**src/rtl/serial_bit_feeder_pkg.sv**
```systemverilog
// serial_bit_feeder_pkg
//   Shared definitions for the serial bit feeder: default word width,
//   the matching counter width, and the four FSM state names.
//   The state encoding is {active, hb_full}.
package serial_bit_feeder_pkg;

    localparam int unsigned DEFAULT_W     = 8;
    localparam int unsigned DEFAULT_CNT_W = $clog2(DEFAULT_W);

    typedef enum logic [1:0] {
        ST_IDLE      = 2'b00,
        ST_LOADED    = 2'b01,
        ST_SHIFT     = 2'b10,
        ST_SHIFT_BUF = 2'b11
    } feeder_state_e;

endpackage

```
**src/rtl/serial_bit_feeder.sv**
```systemverilog
// serial_bit_feeder
//   Accepts W-bit words over a valid/ready handshake and serialises them
//   one bit per clock on x. A one-word holding buffer in front of the
//   shift register lets the next word be loaded on the same edge that
//   shifts out the last bit, giving gapless back-to-back streaming.
// Ports:
//   clk       - system clock, rising edge
//   reset     - asynchronous, active-high reset
//   in_data   - parallel word to serialise (W bits)
//   in_valid  - in_data is valid this cycle
//   in_ready  - a word can be accepted this cycle (holding buffer empty)
//   x         - serial bit, 0 whenever x_valid is low
//   x_valid   - x carries a real data bit
//   busy      - shift register active or holding buffer full
module serial_bit_feeder
    import serial_bit_feeder_pkg::*;
#(
    parameter int unsigned W         = DEFAULT_W,
    parameter bit          MSB_FIRST = 1'b1
) (
    input  logic         clk,
    input  logic         reset,
    input  logic [W-1:0] in_data,
    input  logic         in_valid,
    output logic         in_ready,
    output logic         x,
    output logic         x_valid,
    output logic         busy
);

    localparam int unsigned CNT_W = $clog2(W);
    localparam logic [CNT_W-1:0] LAST_CNT = CNT_W'(W - 1);

    feeder_state_e    state_q, state_d;
    logic [W-1:0]     sr_q, sr_d;
    logic [W-1:0]     hb_q, hb_d;
    logic [CNT_W-1:0] cnt_q, cnt_d;
    logic             ready_en_q, ready_en_d;

    logic active, hb_full, last, accept, unload, active_d, hb_full_d;

    always_comb begin
        active    = state_q[1];
        hb_full   = state_q[0];
        last      = active & (cnt_q == LAST_CNT);
        accept    = in_valid & in_ready;
        unload    = hb_full & (~active | last);

        sr_d       = sr_q;
        hb_d       = hb_q;
        cnt_d      = cnt_q;
        active_d   = active;
        ready_en_d = 1'b1;

        if (accept) begin
            hb_d = in_data;
        end

        // Unload takes priority: on the last bit it reloads instead of idling.
        if (unload) begin
            sr_d     = hb_q;
            cnt_d    = '0;
            active_d = 1'b1;
        end else if (active & ~last) begin
            if (MSB_FIRST) begin
                sr_d = {sr_q[W-2:0], 1'b0};
            end else begin
                sr_d = {1'b0, sr_q[W-1:1]};
            end
            cnt_d = cnt_q + CNT_W'(1);
        end else if (last) begin
            active_d = 1'b0;
        end

        hb_full_d = accept | (hb_full & ~unload);
        state_d   = feeder_state_e'({active_d, hb_full_d});
    end

    always_ff @(posedge clk or posedge reset) begin
        if (reset) begin
            state_q    <= ST_IDLE;
            sr_q       <= '0;
            hb_q       <= '0;
            cnt_q      <= '0;
            ready_en_q <= 1'b0;
        end else begin
            state_q    <= state_d;
            sr_q       <= sr_d;
            hb_q       <= hb_d;
            cnt_q      <= cnt_d;
            ready_en_q <= ready_en_d;
        end
    end

    // ready_en_q holds in_ready low during reset and releases it on the
    // first clock edge after reset deasserts.
    assign in_ready = ready_en_q & ~state_q[0];
    assign x_valid  = state_q[1];
    assign x        = state_q[1] & (MSB_FIRST ? sr_q[W-1] : sr_q[0]);
    assign busy     = state_q != ST_IDLE;

endmodule

```
**config.mk**
```make
export PLATFORM = sky130hd
export DESIGN_NAME = serial_bit_feeder
export DESIGN_NICKNAME = d
export VERILOG_FILES = /design/src/rtl/serial_bit_feeder_pkg.sv /design/src/rtl/serial_bit_feeder.sv
export SDC_FILE = /design/constraint.sdc
export NUM_CORES = 1
export LEC_CHECK = 0
export BUFFER_PORTS_ARGS = -buffer_cell sky130_fd_sc_hd__buf_2
export CORE_MARGIN = 2
export CORE_UTILIZATION = 38
export CTS_BUF_LIST = sky130_fd_sc_hd__clkbuf_8
export DETAILED_ROUTE_END_ITERATION = 6
export PLACE_DENSITY_LB_ADDON = 0.15
export SLEW_MARGIN = 20
export SYNTH_ARGS = -nofsm -noshare
export SYNTH_HDL_FRONTEND = slang
export SYNTH_SLANG_ARGS = --single-unit
```
**constraint.sdc**
```tcl
create_clock -name clk -period 1.5 [get_ports clk]
set_input_delay 0.3 -clock clk [delete_from_list [all_inputs] [get_ports clk]]
set_output_delay 0.3 -clock clk [all_outputs]
set_load 0.02 [all_outputs]
```
Word-level counts from Yosys, hierarchy flattened
Cells that the tools add are included.
{"block": "word_totals", "latch_bits": 0, "mem_bits_ro": 0, "ram_bits": 0, "elab_cells": 33, "out_inout_bits": 4, "regBits": 22, "n_memories": 0}
{"block": "classes", "muxes": 7, "n_mul": 0, "bitwise": 13, "n_reduce_logical": 4, "n_addsub": 1, "shifts": 0, "n_div": 0, "n_eq_ne": 2, "order_cmp": 0}
{"op": "$mux 8", "count": 2}
{"op": "$and 1x1->1", "count": 7}
{"op": "$mux 3", "count": 2}
{"op": "$reduce_bool 2->1", "count": 3}
{"op": "$not 1->1", "count": 4}
{"op": "$add 3x1->3 const B", "count": 1}
{"op": "$eq 3x3->1 const B", "count": 1}
{"op": "$mux 1", "count": 3}
{"op": "$ne 2x2->1 const B", "count": 1}
{"op": "$or 1x1->1", "count": 2}
{"op": "$reduce_and 2->1", "count": 1}

Depth between registers and ports, before layout
Gate-level depths: netlist (run 1).
{"block": "logic_depth", "ltp_word": 7, "ltp_mapped": 5}

Worst setup path after synthesis (run 1)
No wires, ideal clock.
{"block": "synth_path", "path_type": "register to register", "from": "register cnt_q[0]", "to": "register sr_q[5]", "stages_incl_launch_ff": 6, "t_arrival_ns": 1.404, "path_buffers": 1, "path_slack_ns": -0.029, "required_time_ns": 1.375, "setup_ns": 0.125, "path_cell_list": "dfrtp_1 -> ha_1 -> ha_1 -> nand2b_1 -> buf_2 -> mux2_4"}
{"block": "synth_between", "elab_chain_cells": 5}
{"element": "start, declared", "line_no": "serial_bit_feeder.sv:37", "text": "logic [CNT_W-1:0] cnt_q, cnt_d;"}
{"element": "start signal, assigned", "line_no": "serial_bit_feeder.sv:90", "text": "cnt_q <= cnt_d;"}
{"element": "$eq 3x3->1 (*)", "line_no": "serial_bit_feeder.sv:45", "text": "last = active & (cnt_q == LAST_CNT);"}
{"element": "$and 1x1->1 (*)", "line_no": "serial_bit_feeder.sv:45"}
{"element": "$or 1x1->1 or $not 1->1 (tied branches)", "line_no": "serial_bit_feeder.sv:47, serial_bit_feeder.sv:64"}
{"element": "$and 1x1->1, on equally long branches", "line_no": "serial_bit_feeder.sv:47, serial_bit_feeder.sv:64"}
{"element": "$mux 8 or $reduce_bool 2->1 (tied branches)"}
{"element": "end signal, assigned", "line_no": "serial_bit_feeder.sv:88", "text": "sr_q <= sr_d;"}
{"element": "end, declared", "line_no": "serial_bit_feeder.sv:35", "text": "logic [W-1:0] sr_q, sr_d;"}
Mark *: on every way between the ends. The rest lies on a longest branch, timed or not.
A chain may end at the register's enable or synchronous reset.

Final worst setup path (run 1)
{"block": "layout_path", "from": "register cnt_q[0]", "to": "register sr_q[4]"}
The elaborated chain is that of the path after synthesis.

==> results of run 1 <==
==> cell type report <==
class / count / area, um^2 / share of cell area [%]
flip-flops and latches: 22 / 552 / 46.0
multi-input cells: 40 / 422 / 35.2
repair buffers: 21 / 139 / 11.6
clock buffers: 3 / 41.3 / 3.44
well taps: 30 / 37.5 / 3.13
inverters: 2 / 7.51 / 0.626
==> metal layers <==
metal,up-vias,global-route usage [%],wire [um]
li1,272,-,-
met1,273,14.9,714
met2,12,19.0,766
met3,2,4.92,66
met4,0,2.09,10
met5,-,0,0
==> final timing paths <==
| check | start | to | slack [ns] | cells after the start |
|---|---|---|---|---|
| worst max-delay path | cnt_q[0] | sr_q[4] | 0.03 | 5 |
| worst min-delay path | reset | hb_q[7] | 0.07 | 3 |
| worst max register to register | cnt_q[0] | sr_q[4] | 0.03 | 5 |
| worst min register to register | sr_q[4] | sr_q[5] | 0.51 | 1 |
| max in group asynchronous | reset | state_q[0] | 1.20 | 3 |
| min in group clk | in_data[7] | hb_q[7] | 0.27 | 2 |
==> power by group <==
part	internal [mW]	switching, mW
registers	0.845	0.138
logic	0.727	0.407
clock network	0.179	0.172
==> synth_stat cells <==
master / count / area (um^2)
dfrtp_1: 22 / 551
mux2_2: 19 / 214
mux2_4: 6 / 90.1
and2b_1: 3 / 22.5
and2_1: 2 / 12.5
ha_1: 2 / 25.0
inv_1: 2 / 7.51
nand2b_1: 2 / 12.5
buf_2: 1 / 5.00
buf_6: 1 / 11.3
buf_8: 1 / 15.0
conb_1: 1 / 3.75
mux2i_1: 1 / 10.0
nand2_1: 1 / 3.75
nand3b_2: 1 / 11.3
o21ai_0: 1 / 5.00
or2_2: 1 / 6.26
==> worst max-delay path: cells and delay by family (launching register included) <==
kind	cells	cell delay, ns
flops	1	0.41
fa+ha+maj	2	0.35
simple gates	1	0.15
mux	1	0.27
buf+inv	1	0.18
==> state kept, by name (all words and copies together), names as in the netlist <==
signal,cells
hb_q,8
sr_q,8
cnt_q,3
ready_en_q,1
state_q,2
==> timing repair <==
item                                    CTS  global route
resized for setup                         4             4
endpoints found under the setup margin    1            11
setup buffers                             2             1
==> cells by family after synthesis <==
logic type	share of synthesized area [%]
buffers and inverters	3.86
adder cells (fa/ha/maj)	2.49
flip-flops	54.7
other	0.373
AO/OA/AOI/OAI	0.497
multiplexers	31.2
AND/OR/NAND/NOR	6.84
==> per-stage QoR <==
stage	setup slack [ns]	TNS, ns	utilization, %
2_1_floorplan	0.00721	0	-
3_3_place_gp	0.0484	0	44.5
3_5_place_dp	0.0300	0	44.5
4_1_cts	0.00222	0	47.2
5_1_grt	-0.0177	-0.0826	47.9
6_report	0.0326	0	47.9
==> results.toml, run 1 <==
[synthesis]
syn-cell-area_mm2 = 0.00101
ys_ff_latch = 22
ys_warn_count = 0
ys_seq_area_share_pct = 54.7
syn_area_per_cell_um2 = 15.0
synthCells = 67
synth.distinct_cells = 17
synth_nets = 80

[timing]
slew_violations = 0
post-route-min-period_ns = 1.47
fin_skew_ns = 0.00306
finalHoldViolCount = 0
setup_viol = 0
period_share_pct = 97.8
holdWs_ns = 0.0653
max_freq_mhz = 681

[detailed_routing]
wirelength_mm = 1.56
drc_errors = 0
ant_nets = 0
first_pass_iters = 1
routed_via_density = 4.74
vias = 559
routedWlPerCell_um = 13.2
drt-initial-drc-count = 0

[finish]
antenna_cells = 0
final_common_cell = "dfrtp_1"
synthToLayoutAreaGrowth_pct = 19.2
final_cell_mix = "dfrtp_1 (21), mux2_2 (19), buf_2 (12)"
layout.cells.non_filler = 118
n_fill_cell = 223
fin_area_mm2 = 0.00120
drive_above_1_share_pct = 60.2
layout.nets = 103

[clock_network]
clockBufferDepth = 2
ctsHoldBuffers = 0
clock-sinks = 22
clockRootBuffer = "clkbuf_8"
clk_pin_slew_ns = 0.07
clk_latency_ns = 0.25
htreeDepth = 1
cts_buffers = 3
cts_tree = "yes"

[placement]
hpwlAfterDp_mm = 1.09
placed_area_mm2 = 0.00111
gp_congestion = 0.793
numPortBuffers = 14
dp_cells = 112

[die]
start_util_pct = 40.2
chipHeight_um = 55.5
die_w_um = 55.5
std_cell_rows = 18
ios = 15
coreArea_mm2 = 0.00250
dieArea_mm2 = 0.00307

[grt]
overflow = 0
antenna_found_initial = 0
grt_pass1_vias = 613
grt.total_usage_pct = 11.8
grt_pass1_wl_mm = 2.86
grt_max_degree = 23

[setup_path]
critical_path.slowest_cell = "dfrtp_1"
startpoint_type = "flop"
critPathRequiredTime_ns = 1.64
cp.arrival_ns = 1.61
worst_setup_path_end_kind = "flop"
path_max_fanout = 9
path_class = "flop to flop"
cp_cell_sequence = "ha_2 > ha_1 > nand2b_1 > buf_4 > mux2_2"
critPathMaxStageDelay_ns = 0.41

[power]
max-vdd-ir-drop_uv = 1240
p_leak_nw = 0.587
powerDensity_mw_per_mm2 = 2060
p_total_mw = 2.47

[hold_path]
hold_path_class = "input port to asynchronous set/reset pin"

[status]
status = "finished, final reports clean"

[job]
maxCapViolCount = 0
(Power assumes the default switching activity.)
==> run 2, diff against run 1 <==
--- a/config.mk
+++ b/config.mk
@@ -5,12 +5,13 @@
 export SDC_FILE = /design/constraint.sdc
 export NUM_CORES = 1
 export LEC_CHECK = 0
-export BUFFER_PORTS_ARGS = -buffer_cell sky130_fd_sc_hd__buf_2
 export CORE_MARGIN = 2
 export CORE_UTILIZATION = 38
 export CTS_BUF_LIST = sky130_fd_sc_hd__clkbuf_8
 export DETAILED_ROUTE_END_ITERATION = 6
+export DONT_BUFFER_PORTS = 1
 export PLACE_DENSITY_LB_ADDON = 0.15
+export SKIP_LAST_GASP = 1
 export SLEW_MARGIN = 20
 export SYNTH_ARGS = -nofsm -noshare
 export SYNTH_HDL_FRONTEND = slang
==> run 2 against run 1 <==
Effect of this change: sequential power about the same; global-route usage is 0.22 points lower; critical path depth did not move; largest cell class unchanged; highest routed layer unchanged.
==> results.toml, run 2 (synthesis results as in run 1) <==
[die]
ios = 15
start_util_pct = 40.2
chipHeight_um = 55.5
coreArea_mm2 = 0.00250
std_cell_rows = 18
die_w_um = 55.5
dieArea_mm2 = 0.00307

[placement]
numPortBuffers = 0
gp_congestion = 0.727
dp_cells = 99
hpwlAfterDp_mm = 1.03
placed_area_mm2 = 0.00105

[grt]
grt_pass1_wl_mm = 2.70
grt.total_usage_pct = 11.6
antenna_found_initial = 0
grt_max_degree = 23
grt_pass1_vias = 560
overflow = 0

[setup_path]
cp.arrival_ns = 1.59
path_max_fanout = 7
path_class = "flop to flop"
critPathRequiredTime_ns = 1.64
worst_setup_path_end_kind = "flop"
startpoint_type = "flop"

[detailed_routing]
ant_nets = 0
wirelength_mm = 1.44
wl_met2_um = 703
vias = 516
drt-met1-wl_um = 665
first_pass_iters = 3
wl_met3_um = 54
drt-initial-drc-count = 6
dr.max_layer_used = "met4"
routed_via_density = 4.91
routedWlPerCell_um = 13.7
drc_errors = 0

[timing]
rsz0062_at_grt = "false"
max_freq_mhz = 691
setup_viol = 0
slew_violations = 0
finalHoldViolCount = 0
fin_skew_ns = 0.00236
finalSetupTns_ns = 0
period_share_pct = 96.5
post-route-min-period_ns = 1.45
holdWs_ns = 0.188

[clock_network]
cts_tree = "yes"
clk_pin_slew_ns = 0.08
cts_buffers = 3
clk_latency_ns = 0.25
clock-sinks = 22
htreeDepth = 1
clockRootBuffer = "clkbuf_8"
clockBufferDepth = 2

[finish]
layout.nets = 89
antenna_cells = 0
drive_above_1_share_pct = 50.7
fin_area_mm2 = 0.00114
layout.cells.non_filler = 105
reg_top3 = "hb_q: 8 flops, sr_q: 8 flops, cnt_q: 3 flops"
final_common_cell = "dfrtp_1"
synthToLayoutAreaGrowth_pct = 12.9
final_cell_mix = "dfrtp_1 (22), mux2_2 (19), mux2_4 (6)"

[status]
status = "finished, final reports clean"

[power]
max-vdd-ir-drop_uv = 835
powerDensity_mw_per_mm2 = 2150
p_leak_nw = 0.538

[hold_path]
hold_path_class = "input port to flop"

[job]
maxCapViolCount = 0
## run 2: where the power goes
part / switching (mW) / internal (mW)
clock: 0.179 / 0.233
sequential: 0.144 / 0.842
combinational: 0.371 / 0.669
## run 2: worst paths after layout
check,start,endpoint,slack (ns),cells past startpoint
worst max-delay path,cnt_q[0],cnt_q[1],0.05,5
worst min-delay path,in_data[1],hb_q[1],0.19,1
worst max register to register,cnt_q[0],cnt_q[1],0.05,5
worst min register to register,hb_q[3],hb_q[3],0.51,1
max in group asynchronous,reset,hb_q[0],0.76,3
min in group asynchronous,reset,hb_q[7],0.52,3
## run 2: cell type report
| class | instances | area [um^2] |
|---|---|---|
| fill | 234 | 1360 |
| tap | 30 | 37.5 |
| inverter | 2 | 7.51 |
| clock buffer | 4 | 55.1 |
| sequential | 22 | 551 |
| multi-input combinational | 40 | 427 |
| timing repair buffer | 7 | 58.8 |
## run 2: timing repair
item,in CTS,in global routing
resized for setup,0,3
gates cloned,0,0
endpoints found under the hold margin,22,0
endpoints found under the setup margin,3,10
hold buffers,1,0
buffers inserted,1,0
## run 2: metal layers
layer  GRT usage, %  vias up
met5              0        -
met4           6.27        0
met3           2.81        2
met2           17.3        8
met1           15.3      259
li1               -      247
## run 2: critical path, cell delays in order, from the launching register on
cell and delay [ns]:
dfrtp_1 0.39, ha_1 0.20, ha_1 0.17, nand2b_4 0.14, buf_4 0.17, mux2_2 0.27
## run 2: metrics by stage
stage | utilization, % | setup slack, ns | power [mW]
floorplan | - | 0.00721 | 1.86
global placement | 42.0 | 0.0339 | 1.98
detailed placement | 42.0 | -0.00216 | 2.01
CTS | 44.9 | 0.00121 | 2.45
global route | 45.4 | 0.00509 | 2.63
finish | 45.4 | 0.0528 | 2.44
